**config.mk**
```make
export PLATFORM = sky130hd
export DESIGN_NAME = bcd_converter_8bit
export DESIGN_NICKNAME = d
export VERILOG_FILES = /design/src/rtl/bcd_converter_8bit.sv
export SDC_FILE = /design/constraint.sdc
export NUM_CORES = 1
export LEC_CHECK = 0
export ABC_AREA = 1
export BUFFER_PORTS_ARGS = -buffer_cell sky130_fd_sc_hd__buf_2
export CAP_MARGIN = 10
export CELL_PAD_IN_SITES_DETAIL_PLACEMENT = 2
export CELL_PAD_IN_SITES_GLOBAL_PLACEMENT = 2
export CORE_ASPECT_RATIO = 2
export CORE_MARGIN = 2
export CORE_UTILIZATION = 34
export DETAILED_ROUTE_END_ITERATION = 8
export PLACE_DENSITY = 0.82
export SLEW_MARGIN = 25
export SYNTH_ARGS = -nofsm -noshare
export SYNTH_HDL_FRONTEND = slang
export SYNTH_SLANG_ARGS = --single-unit
export TNS_END_PERCENT = 5
```
**constraint.sdc**
```tcl
create_clock -name clk -period 2.75 [get_ports clk]
set_clock_uncertainty 0.2 [all_clocks]
set_input_delay 0.55 -clock clk [delete_from_list [all_inputs] [get_ports clk]]
set_output_delay 0.55 -clock clk [all_outputs]
set_load 0.01 [all_outputs]
```
**src/rtl/bcd_converter_8bit.sv**
```systemverilog
// Sequential 8-bit binary to 3-digit BCD converter (double dabble, one bit per clock).
// Define BCD_SIGNED_EN to treat bin as two's complement and report the sign on neg.
//
//  state | meaning
//  IDLE  | waiting for start; digits hold the last result
//  SHIFT | one add-3/shift iteration per clock (busy)
//  DONE  | one-cycle done pulse, then back to IDLE
module bcd_converter_8bit #(
  parameter int IN_W = 8
) (
  input  logic            clk,
  input  logic            rst,
  input  logic            start,
  input  logic [IN_W-1:0] bin,
  output logic            busy,
  output logic            done,
  output logic [3:0]      hundreds,
  output logic [3:0]      tens,
  output logic [3:0]      ones,
  output logic            neg
);

  typedef enum logic [1:0] {IDLE, SHIFT, DONE} state_t;

  localparam int CNT_W = $clog2(IN_W);
  localparam logic [CNT_W-1:0] LAST_CNT = CNT_W'(IN_W - 1);

  state_t          state, state_nxt;
  logic [IN_W-1:0] shreg;
  logic [IN_W-1:0] operand;
  logic [11:0]     scratch;
  logic [11:0]     adj;
  logic [11:0]     scratch_nxt;
  logic [CNT_W-1:0] cnt;
  logic            last_iter;

  function automatic logic [3:0] add3(input logic [3:0] d);
    return (d >= 4'd5) ? d + 4'd3 : d;
  endfunction

  assign adj         = {add3(scratch[11:8]), add3(scratch[7:4]), add3(scratch[3:0])};
  assign scratch_nxt = (adj << 1) | {11'b0, shreg[IN_W-1]};
  assign last_iter   = (cnt == LAST_CNT);

`ifdef BCD_SIGNED_EN
  logic neg_cap;
  // Magnitude stays unsigned 8-bit, so -128 maps to 128.
  assign operand = bin[IN_W-1] ? (~bin + IN_W'(1)) : bin;
`else
  assign operand = bin;
  assign neg     = 1'b0;
`endif

  assign busy = (state == SHIFT);
  assign done = (state == DONE);

  always_comb begin
    state_nxt = state;
    case (state)
      IDLE:    if (start) state_nxt = SHIFT;
      SHIFT:   if (last_iter) state_nxt = DONE;
      DONE:    state_nxt = IDLE;
      default: state_nxt = IDLE;
    endcase
  end

  always_ff @(posedge clk) begin
    if (rst) begin
      state    <= IDLE;
      cnt      <= '0;
      shreg    <= '0;
      scratch  <= '0;
      hundreds <= '0;
      tens     <= '0;
      ones     <= '0;
`ifdef BCD_SIGNED_EN
      neg_cap  <= 1'b0;
      neg      <= 1'b0;
`endif
    end else begin
      state <= state_nxt;
      case (state)
        IDLE: begin
          if (start) begin
            shreg   <= operand;
            scratch <= '0;
            cnt     <= '0;
`ifdef BCD_SIGNED_EN
            neg_cap <= bin[IN_W-1];
`endif
          end
        end
        SHIFT: begin
          scratch <= scratch_nxt;
          shreg   <= shreg << 1;
          cnt     <= cnt + 1'b1;
          if (last_iter) begin
            {hundreds, tens, ones} <= scratch_nxt;
`ifdef BCD_SIGNED_EN
            neg <= neg_cap;
`endif
          end
        end
        default: ;
      endcase
    end
  end

endmodule

```
=== Word level (Yosys, flattened, before mapping) ===
Cells that the tools add are included.

* Word-level logic and storage cells: 37
* Register bits: 37

* Multiplexer cells: 12
* Order comparisons: 3
* Add/subtract/negate cells: 4
* Reduce and logical (&&, ||, !) cells: 5
* Equal/unequal tests: 5
* Bitwise logic cells: 1

{| class="wikitable"
|+ Operators with widths
! cell !! number
|-
| 12-bit one-hot mux with 2 select lines || 1
|-
| 8-bit one-hot mux with 2 select lines || 1
|-
| 4-bit by 3-bit >= comparator with 1-bit output (second input constant) || 3
|-
| 12-bit two-way mux || 1
|-
| 12-bit by 1-bit OR with 12-bit output || 1
|-
| 4-bit by 2-bit adder with 4-bit output (second input constant) || 2
|-
| 4-bit two-way mux || 2
|-
| 8-bit two-way mux || 1
|-
| 3-bit two-way mux || 2
|-
| 3-bit one-hot mux with 2 select lines || 1
|-
| 2-bit AND reduction || 3
|-
| 2-bit two-way mux || 2
|-
| 2-bit one-hot mux with 2 select lines || 1
|-
| 3-bit by 1-bit adder with 3-bit output (second input constant) || 1
|-
| 3-bit by 2-bit adder with 3-bit output (second input constant) || 1
|-
| 3-bit == test (second input constant) || 1
|-
| 2-bit by 1-bit == test with 1-bit output (second input constant) || 1
|-
| 2-bit == test (second input constant) || 1
|-
| 2-bit logical NOT || 1
|-
| 2-bit by 1-bit inequality test with 1-bit output (second input constant) || 1
|-
| 2-bit inequality test (second input constant) || 1
|-
| 2-bit nonzero test || 1
|}

=== Depth between registers and ports, before layout ===
* Word-level depth: 4
* Gate-level depth with buffers: 9
* Gate-level depth less buffers: 9

=== Worst setup path after synthesis ===
Ideal clock, no wire load.

* Path kind: register to register
* Start point: register cnt[0]
* End point: register tens[0]
* Path buffers: 1
* Arrival time: 1.233 ns
* Stages on the path, launching flop included: 9
* Path slack: 1.209 ns
* Path through: dfxtp_1 -> ha_1 -> ha_1 -> inv_1 -> nor2_8 -> buf_6 -> o21a_1 -> nand2_1 -> inv_1

* Word-level cells in the longest chain between the ends: 2

{| class="wikitable"
|+ RTL lines
! element !! line !! text
|-
| start, declared || 34 || <nowiki>logic [CNT_W-1:0] cnt;</nowiki>
|-
| start signal, assigned || 96 || <nowiki>cnt <= cnt + 1'b1;</nowiki>
|-
| 3-bit == test || 43 || <nowiki>assign last_iter = (cnt == LAST_CNT);</nowiki>
|-
| 2-bit AND reduction (no line) || -- ||
|-
| end signal, assigned || 98 || <nowiki>{hundreds, tens, ones} <= scratch_nxt;</nowiki>
|-
| end, declared || 18 || <nowiki>output logic [3:0] tens,</nowiki>
|}

Every way passes these cells.
A chain may end at the register's enable or synchronous reset.

=== Worst setup path in the final report ===
* Start point: register state[1]
* End point: output busy

* Word-level cells in the longest chain between the ends: 1

{| class="wikitable"
|+ RTL lines
! element !! line !! text
|-
| start, declared || 28 || <nowiki>state_t state, state_nxt;</nowiki>
|-
| start signal, assigned || 81 || <nowiki>state <= state_nxt;</nowiki>
|-
| 2-bit by 1-bit == test with 1-bit output || 54 || <nowiki>assign busy = (state == SHIFT);</nowiki>
|-
| end, declared || 15 || <nowiki>output logic busy,</nowiki>
|}

Every way passes these cells.

==> run metrics <==
Final Critical Period=roughly 1.9 ns; Synthesis Warnings=0; final hold vios=0; post-CTS setup buffers=0; total congestion overflow=0; Worst setup EP type=primary output; Yosys reg bits=37; Mapped Cells=about 250; final setup fails=0; die area=between 5000 and 6000 µm²; worst setup margin=slightly below 0.9 ns; Starting Density=0.351; worst hold margin=about 0.27 ns; final-report max-slew violation count=0; RSZ-0062 raised after global routing=no; vias per cell=5.18; P&R area growth vs syn=12.7%; Die Height=around 110 µm; DRT iter0 DRCs=13; final net count=294; non-filler cells, final=334; post-DP HPWL=3640 µm; outcome=completed; Syn Nets=270; DRT Wirelength=a little under 5000 µm; Synth cell types=21; post-route ant nets=0; CTS Buffer Depth=2; pwr dens=between 400 and 500 nW/µm²; initial antenna violation count=0; number of cells after detailed placement=between 300 and 400; vias in the first global route=1856; CTS resizes=0; Total GRT Usage=0.185; CTS clk-pin slew, worst paths=around 0.070 ns; FF-to-FF setup slack=a little over 1 ns; IO Count=26; vias after detailed routing=between 1500 and 2000; pre-CTS WS=~1.0 ns; worst hold path type=reg2reg; syn_area_per_cell=about 7.2 µm²; core area=5140 µm²; startpoint types=flip-flop; Peak VDD IR=0.314 mV; post-synthesis sequential area ratio=0.410; fmax=~0.53 GHz; global placer's final weighted congestion=0.743; Post-route DRC=0; number of H-tree levels=2; Pwr Total=between 1 and 1.5 mW; CTS sink cnt=37; setup total negative slack=0 ns; Synth Cell Area=~1800 µm²; clk_lat worst skew=approximately 0.30 ns; Die Width=55.5 µm; CTS Buf Count=5; IO Port Bufs=24; CP Data Required Time=roughly 2 ns; CTS tree=yes; Critical Path AT=about 1.1 ns; Tcrit/Tclk final=0.685; Leak=~1 nW; Max Cap Violations=0; average wire per standard cell=~15 µm; FP Rows=37; fraction of layout cells with a size suffix above 1=0.130; hold buffer count at CTS=0; drt pass-1 iters=4; clk root buf=clkbuf_8; wire length of the first global-routing pass=8600 µm; crit path kind=reg2out; CP Max Fanout=9; largest net degree at the start of global routing=30; Inserted Diodes=0
## synthesized netlist by cell type (all sizes together)
cell,instances,area [µm²]
ha,8,100
buf,8,62.6
o21a,2,15.0
mux2i,3,30.0
conb,1,3.75
nand2,76,293
nor2,16,76.3
clkbuf,2,7.51
nand3,19,95.1
a21oi,23,115
inv,29,109
o21ai,15,75.1
nand4,6,37.5
a21o,6,45.0
dfxtp,37,741
## routing by layer
| layer | global-route usage | up-vias | routed length (µm) |
|---|---|---|---|
| li1 | - | 847 | - |
| met1 | 0.183 | 846 | 1830 |
| met2 | 0.359 | 28 | 2840 |
| met3 | 0.0326 | 9 | 139 |
| met4 | 0.0854 | 0 | 123 |
| met5 | 0 | - | 0 |
## final cells by class
class | instances | area (µm²)
Timing Repair Buffer | 27 | 143
Tap cell | 58 | 72.6
Multi-Input combinational cell | 175 | 890
Fill cell | 639 | 3100
Clock buffer | 8 | 80.1
Inverter | 29 | 109
Sequential cell | 37 | 741
## power by group
part | switching [mW] | internal (mW)
Combinational | 0.0543 | 0.0274
Clock | 0.196 | 0.180
Sequential | 0.00970 | 0.549
Total | 0.260 | 0.756
## state kept, by name, summed over array words and instances, names as in the netlist
register  flops
ones          4
state         2
scratch      12
hundreds      4
shreg         8
tens          4
cnt           3
## cells in the final DEF (no fill, tap or decap), drive strengths merged
cell / netlist / layout
a21o: 6 / 6
a21oi: 23 / 23
buf: 8 / 27
clkbuf: 2 / 8
conb: 1 / 1
dfxtp: 37 / 37
ha: 8 / 8
inv: 29 / 29
mux2i: 3 / 3
nand2: 76 / 76
nand3: 19 / 19
nand4: 6 / 6
nor2: 16 / 16
o21a: 2 / 2
o21ai: 15 / 15
## through the flow
stage | cell area [µm²] | util
5_1_grt | 2030 | 0.396
3_3_place_gp | 1950 | 0.380
4_1_cts | 2030 | 0.396
2_1_floorplan | 1810 | -
3_5_place_dp | 1950 | 0.380
6_report | 2030 | 0.396
## final timing paths
check / start / end / depth (start not counted)
worst min-delay path: scratch[9] / scratch[9] / 2
worst max register to register: scratch[4] / tens[1] / 9
worst max-delay path: state[1] / busy / 4
worst min register to register: scratch[9] / scratch[9] / 2
## cells by family (layout without fill, tap and decap cells)
| logic type | count (synthesis) | count (layout) | share of synthesized area |
|---|---|---|---|
| and+or+nand+nor | 117 | 117 | 0.278 |
| AOI/OAI and AO/OA | 46 | 46 | 0.139 |
| buffers and inverters | 39 | 64 | 0.0991 |
| DFF | 37 | 37 | 0.410 |
| adders and majority gates | 8 | 8 | 0.0554 |
| muxes | 3 | 3 | 0.0166 |
| other | 1 | 1 | 0.00208 |
## critical path, cell delays in order, from the launching register on
cell and delay [ns]:
dfxtp_1 0.33, inv_1 0.16, nand2_4 0.15, inv_2 0.08, buf_2 0.12
Note: power is estimated with default switching activity, not from simulation.
